### config.mk
export PLATFORM = sky130hd
export DESIGN_NAME = core_dispatch_controller_flat
export DESIGN_NICKNAME = d
export VERILOG_FILES = /design/src/rtl/core_dispatch_controller_if.sv /design/src/rtl/core_dispatch_controller.sv /design/src/flat_wrapper.sv
export SDC_FILE = /design/constraint.sdc
export NUM_CORES = 1
export LEC_CHECK = 0
export ABC_AREA = 1
export ABC_CLOCK_PERIOD_IN_PS = 4290
export CORE_MARGIN = 2
export CORE_UTILIZATION = 59
export DETAILED_ROUTE_END_ITERATION = 8
export GPL_TIMING_DRIVEN = 1
export PLACE_DENSITY = 0.87
export SYNTH_ARGS = -nofsm -noshare
export SYNTH_HDL_FRONTEND = slang
export SYNTH_SLANG_ARGS = --single-unit
### constraint.sdc
create_clock -name fastClk -period 4.29 [get_ports fastClk]
set_clock_uncertainty 0.2 [all_clocks]
set_input_delay 0.429 -clock fastClk [delete_from_list [all_inputs] [get_ports fastClk]]
set_output_delay 0.429 -clock fastClk [all_outputs]
set_load 0.01 [all_outputs]
### src/rtl/core_dispatch_controller_if.sv
// Bus between the dispatch controller and its ROM / core-set environment.
interface core_dispatch_controller_if #(
    parameter int unsigned NUM_CORES  = 4,
    parameter int unsigned TASK_W     = 26,
    parameter int unsigned ROM_ADDR_W = 16
);
    logic                          enable;
    logic [NUM_CORES-1:0]          taskReq;
    logic [ROM_ADDR_W-1:0]         romAddr;
    logic [7:0]                    romData;
    logic [NUM_CORES*TASK_W-1:0]   taskData;
    logic [NUM_CORES-1:0]          taskValid;
    logic [15:0]                   cycle;
    logic                          busy;
    logic                          tableEmpty;

    modport master (
        input  enable, taskReq, romData,
        output romAddr, taskData, taskValid, cycle, busy, tableEmpty
    );

    modport slave (
        output enable, taskReq, romData,
        input  romAddr, taskData, taskValid, cycle, busy, tableEmpty
    );
endinterface

### src/rtl/core_dispatch_controller.sv
// Round-robin task dispatcher: grants one requesting core, fetches the next
// big-endian task entry from a byte-wide ROM and delivers it to that core's slot.
module core_dispatch_controller #(
    parameter int unsigned NUM_CORES  = 4,
    parameter int unsigned TASK_W     = 26,
    parameter int unsigned ROM_ADDR_W = 16,
    parameter int unsigned START_ADDR = 0
) (
    input  logic                       fastClk,
    input  logic                       rstN,
    core_dispatch_controller_if.master bus
);
    localparam int unsigned NB     = (TASK_W + 7) / 8;
    localparam int unsigned BEAT_W = $clog2(NB + 1);
    localparam int unsigned IDX_W  = $clog2(NUM_CORES);
    localparam int unsigned DATA_W = NUM_CORES * TASK_W;
    localparam logic [ROM_ADDR_W-1:0] START = ROM_ADDR_W'(START_ADDR);

    typedef enum logic [2:0] {IDLE, READ, CAPT, CHECK, DELIVER} state_e;

    state_e                state_q, state_d;
    logic [ROM_ADDR_W-1:0] ptr_q, ptr_d;
    logic [ROM_ADDR_W-1:0] rom_addr_q, rom_addr_d;
    logic [BEAT_W-1:0]     beat_q, beat_d;
    logic [TASK_W-1:0]     word_q, word_d;
    logic [IDX_W-1:0]      grant_q, grant_d;
    logic [IDX_W-1:0]      last_q, last_d;
    logic [DATA_W-1:0]     task_data_q, task_data_d;
    logic [NUM_CORES-1:0]  task_valid_q, task_valid_d;
    logic [15:0]           cycle_q, cycle_d;
    logic                  busy_q, busy_d;
    logic                  empty_q, empty_d;
    logic                  wrapped_q, wrapped_d;

    logic                  rr_found;
    logic [IDX_W-1:0]      rr_idx;
    logic [IDX_W-1:0]      cand;

    // State and datapath registers
    always_ff @(posedge fastClk) begin
        if (!rstN) begin
            state_q      <= IDLE;
            ptr_q        <= START;
            rom_addr_q   <= START;
            beat_q       <= '0;
            word_q       <= '0;
            grant_q      <= '0;
            last_q       <= IDX_W'(NUM_CORES - 1);
            task_data_q  <= '0;
            task_valid_q <= '0;
            cycle_q      <= '0;
            busy_q       <= 1'b0;
            empty_q      <= 1'b0;
            wrapped_q    <= 1'b0;
        end else begin
            state_q      <= state_d;
            ptr_q        <= ptr_d;
            rom_addr_q   <= rom_addr_d;
            beat_q       <= beat_d;
            word_q       <= word_d;
            grant_q      <= grant_d;
            last_q       <= last_d;
            task_data_q  <= task_data_d;
            task_valid_q <= task_valid_d;
            cycle_q      <= cycle_d;
            busy_q       <= busy_d;
            empty_q      <= empty_d;
            wrapped_q    <= wrapped_d;
        end
    end

    // Next-state, fetch sequencing and round-robin selection
    always_comb begin
        state_d      = state_q;
        ptr_d        = ptr_q;
        rom_addr_d   = rom_addr_q;
        beat_d       = beat_q;
        word_d       = word_q;
        grant_d      = grant_q;
        last_d       = last_q;
        task_data_d  = task_data_q;
        task_valid_d = '0;
        cycle_d      = cycle_q;
        empty_d      = empty_q;
        wrapped_d    = wrapped_q;
        rr_found     = 1'b0;
        rr_idx       = last_q;
        cand         = '0;

        for (int unsigned i = 1; i <= NUM_CORES; i++) begin
            cand = IDX_W'((32'(last_q) + i) % NUM_CORES);
            if (!rr_found && bus.taskReq[cand]) begin
                rr_found = 1'b1;
                rr_idx   = cand;
            end
        end

        unique case (state_q)
            IDLE: begin
                if (bus.enable && rr_found) begin
                    grant_d    = rr_idx;
                    last_d     = rr_idx;
                    rom_addr_d = ptr_q;
                    beat_d     = '0;
                    state_d    = READ;
                end
            end
            READ: begin
                // ROM data lags the address by one cycle
                if (beat_q != '0) begin
                    word_d = TASK_W'({word_q, bus.romData});
                end
                if (beat_q == BEAT_W'(NB - 1)) begin
                    state_d = CAPT;
                end else begin
                    beat_d     = beat_q + BEAT_W'(1);
                    rom_addr_d = ptr_q + ROM_ADDR_W'(beat_q) + ROM_ADDR_W'(1);
                end
            end
            CAPT: begin
                word_d  = TASK_W'({word_q, bus.romData});
                state_d = CHECK;
            end
            CHECK: begin
                if (word_q == {TASK_W{1'b1}}) begin
                    if (wrapped_q) begin
                        // Marker right after a wrap: the table is empty
                        empty_d   = 1'b1;
                        wrapped_d = 1'b0;
                        state_d   = IDLE;
                    end else begin
                        ptr_d      = START;
                        rom_addr_d = START;
                        cycle_d    = cycle_q + 16'd1;
                        wrapped_d  = 1'b1;
                        beat_d     = '0;
                        state_d    = READ;
                    end
                end else begin
                    task_data_d[32'(grant_q) * TASK_W +: TASK_W] = word_q;
                    task_valid_d[grant_q] = 1'b1;
                    wrapped_d = 1'b0;
                    state_d   = DELIVER;
                end
            end
            DELIVER: begin
                ptr_d   = ptr_q + ROM_ADDR_W'(NB);
                state_d = IDLE;
            end
            default: state_d = IDLE;
        endcase

        busy_d = (state_d != IDLE);
    end

    assign bus.romAddr    = rom_addr_q;
    assign bus.taskData   = task_data_q;
    assign bus.taskValid  = task_valid_q;
    assign bus.cycle      = cycle_q;
    assign bus.busy       = busy_q;
    assign bus.tableEmpty = empty_q;

endmodule

### src/flat_wrapper.sv
// flat-port wrapper written by rule: the top's interface ports become plain ports
module core_dispatch_controller_flat 
#(
    parameter int unsigned NUM_CORES  = 4,
    parameter int unsigned TASK_W     = 26,
    parameter int unsigned ROM_ADDR_W = 16,
    parameter int unsigned START_ADDR = 0
)
  (fastClk, rstN, bus_enable, bus_taskReq, bus_romData, bus_romAddr, bus_taskData, bus_taskValid, bus_cycle, bus_busy, bus_tableEmpty);
  core_dispatch_controller_if #(.NUM_CORES(NUM_CORES), .TASK_W(TASK_W), .ROM_ADDR_W(ROM_ADDR_W)) bus_i ();
  input  logic fastClk;
  input  logic rstN;
  input wire logic [$bits(bus_i.enable)-1:0] bus_enable;
  input wire logic [$bits(bus_i.taskReq)-1:0] bus_taskReq;
  input wire logic [$bits(bus_i.romData)-1:0] bus_romData;
  output wire logic [$bits(bus_i.romAddr)-1:0] bus_romAddr;
  output wire logic [$bits(bus_i.taskData)-1:0] bus_taskData;
  output wire logic [$bits(bus_i.taskValid)-1:0] bus_taskValid;
  output wire logic [$bits(bus_i.cycle)-1:0] bus_cycle;
  output wire logic [$bits(bus_i.busy)-1:0] bus_busy;
  output wire logic [$bits(bus_i.tableEmpty)-1:0] bus_tableEmpty;
  assign bus_i.enable = bus_enable;
  assign bus_i.taskReq = bus_taskReq;
  assign bus_i.romData = bus_romData;
  assign bus_romAddr = bus_i.romAddr;
  assign bus_taskData = bus_i.taskData;
  assign bus_taskValid = bus_i.taskValid;
  assign bus_cycle = bus_i.cycle;
  assign bus_busy = bus_i.busy;
  assign bus_tableEmpty = bus_i.tableEmpty;
  core_dispatch_controller #(.NUM_CORES(NUM_CORES), .TASK_W(TASK_W), .ROM_ADDR_W(ROM_ADDR_W), .START_ADDR(START_ADDR)) u_core (.fastClk(fastClk), .rstN(rstN), .bus(bus_i));
endmodule
==> impl_metrics.yaml <==
status:
  status: "completed"
layout:
  num-fill-cells: 1560
  drive_gt1_frac: 0.0514
  diodes: 0
  area_delta_synth_final_pct: 19.7
  final_core_util: 0.718
  layout.nets: 1787
  finalNonFillerCells: 1999
  finalInstanceArea_um2: 12800
hold_path:
  worst_hold_startpoint: "u_core.bus.taskData[73]"
  hold_end: "u_core.bus.taskData[73]"
  hold_path_depth: 2
  hold_class: "flop to flop"
logic_synthesis:
  synthDistinctLibCells: 46
  postSynthNetCount: 1701
  yosys.area.top_type: "dfxtp_1"
  synthXorXnorAreaFrac: 0.0162
  synth_fa_ha_area_frac: 0.0175
  synth_top_area_frac: 0.360
  synthMuxAreaShare: 0
  yosysWarnings: 0
  synth_top_family_by_area: "simple AND/OR/NAND/NOR gates"
  syn_area_um2: 10700
  avgSynthCellArea_um2: 6.42
  synthCells: 1671
  synth_seq_cells: 193
  yosys.area_share.simple: 0.370
  synth_compound_area_frac: 0.155
  yosysSeqAreaShare: 0.360
  ys_top_cells_by_area: "dfxtp_1 36%, nand2_1 18%, nand3_1 11%, a21oi_1 8.0%, o21ai_0 4.9%"
critical_path:
  arrival_ns: 3.53
  crit_fanout: 59
  cpPeakStageDelay_ns: 0.44
  ff2ff_setup_slack_ns: 0.93
  cpMostUsedCell: "inv_1"
  endpoint_kind: "flop"
  cp.required_ns: 4.46
  start_kind: "flop"
  r2r-end: "u_core.bus.taskData[22]"
  rr_startpoint: "u_core.grant_q[1]"
  ff2ff_path_depth: 12
  crit_type: "flop to flop"
  worstPathCellList: "inv_1, ha_1, buf_4, nor2_1, inv_1, nor2_2, inv_1, nor2_2, inv_1, nor2_1, nor2_1, a21oi_1"
  slowest_stage: "dfxtp_1"
clocking:
  cts_hold_buf: 0
  cts_buffers: 17
  htreeDepth: 4
  clk_pin_slew_ns: 0.08
  clk_latency_ns: 0.45
  ctsResizeCount: 0
  cts_sinks: 193
  cts_root_buf: "clkbuf_16"
  cts_tree: "done"
  ctsLongestPathBuffers: 2
  post_cts.repair.setup_buffers: 0
global_routing:
  first_global_vias: 10900
  overflow: 0
  grt_usage: 0.368
  antenna_found_initial: 0
  grt_start_max_net_pins: 105
  grt_pass1_wl_um: 57600
timing:
  finalCritPeriodShare: 0.784
  worstMarginPinSlew_ns: 1.10
  holdWs_ns: 0.262
  max_clock_freq_mhz: 297
  max_slew_margin: 0.265
  fin_crit_ns: 3.36
  final_max_slew_viol_count: 0
  hold_viol_final: 0
  setup_tns_ns: 0
  setup_viol: 0
  rsz0062_at_grt: "no"
  fin_ws_ns: 0.925
place:
  dpl.cell_count: 1967
  dpl_cell_area_um2: 12200
  routabilityCongestion: 1.02
  pre_cts_slack_ns: 1.06
  dp.final_hpwl_um: 25900
  port_buffers: 156
pwr:
  pwr-share-seq: 0.344
  p_sw_mw: 2.33
  switching_share: 0.426
  total_power_mw: 5.47
  power_density_nw_per_um2: 426
  power.leakage_nw: 4.96
  p_comb_frac: 0.346
  power.internal_mw: 3.14
  vdd_drop_max_v: 0.000332
  clock_power_share: 0.310
floorplanning:
  die-area_um2: 19300
  die_h_um: 139
  die_width_um: 139
  io_pins: 157
  initial_core_util: 0.600
  rows: 49
  coreArea_um2: 17900
drt:
  ant_nets: 0
  wl_per_cell_um: 18.1
  drt_iter0_drc: 1620
  vias_per_cell: 5.97
  first_pass_iters: 6
  finalWirelength_um: 36100
  vias: 11900
  drc: 0
flow_run:
  maxCapViolations: 0
-- cell type report --
class                           instances  area (um2)  area share
Multi-Input combinational cell       1273        6010       0.468
Sequential cell                       193        3860       0.301
Timing Repair Buffer                  172        1680       0.131
Clock buffer                           17         425      0.0331
Inverter                              100         378      0.0294
Tap cell                              229         287      0.0223
Clock inverter                         15         209      0.0163
-- flip-flops by register name, summed over array words and instances (netlist names), 2 cells and up --
| signal | cells |
|---|---|
| u_core.beat_q | 3 |
| u_core.bus.cycle | 16 |
| u_core.bus.romAddr | 16 |
| u_core.bus.taskData | 104 |
| u_core.bus.taskValid | 4 |
| u_core.grant_q | 2 |
| u_core.last_q | 2 |
| u_core.ptr_q | 14 |
| u_core.state_q | 3 |
| u_core.word_q | 26 |
-- power by group through the flow --
stage / Sequential, mW / Combinational [mW] / Clock [mW]
after floorplan: 1.91 / 1.38 / 0
after global placement: 1.92 / 1.82 / 0
after detailed placement: 1.92 / 1.82 / 0
after CTS: 1.88 / 1.83 / 1.69
after global routing: 1.89 / 2.06 / 1.76
final: 1.88 / 1.89 / 1.70
-- metal layers --
layer | track usage | part of all wire | wire length [um] | vias up
met3 | 0.0670 | 0.092 | 3340 | 116
met4 | 0.167 | 0.045 | 1630 | 0
met1 | 0.480 | 0.40 | 14600 | 5454
met2 | 0.595 | 0.46 | 16600 | 666
met5 | 0 | 0 | 0 | -
li1 | - | - | - | 5693
-- worst max-delay path, delay by kind of cell (launching register included) --
| kind | cells | cell delay, ns |
|---|---|---|
| DFF | 1 | 0.44 |
| buffers and inverters | 5 | 0.91 |
| and+or+nand+nor | 5 | 1.22 |
| adders and majority gates | 1 | 0.33 |
| AOI/OAI and AO/OA | 1 | 0.19 |
-- worst max path at each step --
stage	start	endpoint
floorplan	u_core.grant_q[0]	u_core.bus.taskData[9]
global route	u_core.grant_q[1]	u_core.bus.taskData[22]
detailed placement	u_core.grant_q[1]	u_core.bus.taskData[22]
CTS	u_core.grant_q[1]	u_core.bus.taskData[22]
global placement	u_core.grant_q[1]	u_core.bus.taskData[23]
finish	u_core.grant_q[1]	u_core.bus.taskData[22]
-- cells in the final DEF (no fill, tap or decap), drive strengths merged, types with 2 or more instances in the layout --
cell type      netlist  routed
xnor2                6       6
buf                 58      17
a21oi              172     172
o211ai              12      12
nor2               134     134
and2                 3       3
nand2              506     506
a31oi                5       5
clkdlybuf4s50        0     155
nand3              231     231
xor2                13      13
o21a                 2       2
dfxtp              193     193
clkinv               2       9
ha                  15      15
clkinvlp             0       2
inv                 98     103
nor3                18      18
nand4               25      25
nor4                 2       2
clkbuf              47      17
a22oi                3       3
o21ai              113     113
o221ai               2       2
a211oi               2       2
or2                  4       4
-- logic make-up (layout without fill, tap and decap cells) --
logic type	Yosys count	count (layout)
AO/OA/AOI/OAI	316	316
XOR/XNOR	19	19
adder cells (fa/ha/maj)	15	15
buffers and inverters	205	304
flip-flops	193	193
AND/OR/NAND/NOR	923	923
-- synth_stat cells (all sizes together) --
| master | n |
|---|---|
| ha | 15 |
| or2 | 4 |
| a31oi | 5 |
| and2 | 3 |
| xor2 | 13 |
| a32oi | 1 |
| a22oi | 3 |
| nor4 | 2 |
| xnor2 | 6 |
| nand3 | 231 |
| o211a | 1 |
| nand4 | 25 |
| buf | 58 |
| clkbuf | 47 |
| o32ai | 1 |
| o21a | 2 |
| a211oi | 2 |
| clkinv | 2 |
| o21ai | 113 |
| a31o | 1 |
| a21oi | 172 |
| nand2 | 506 |
| inv | 98 |
| dfxtp | 193 |
| nor3 | 18 |
| o31ai | 1 |
| nor2 | 134 |
| o211ai | 12 |
| o221ai | 2 |
(Power assumes the default switching activity.)
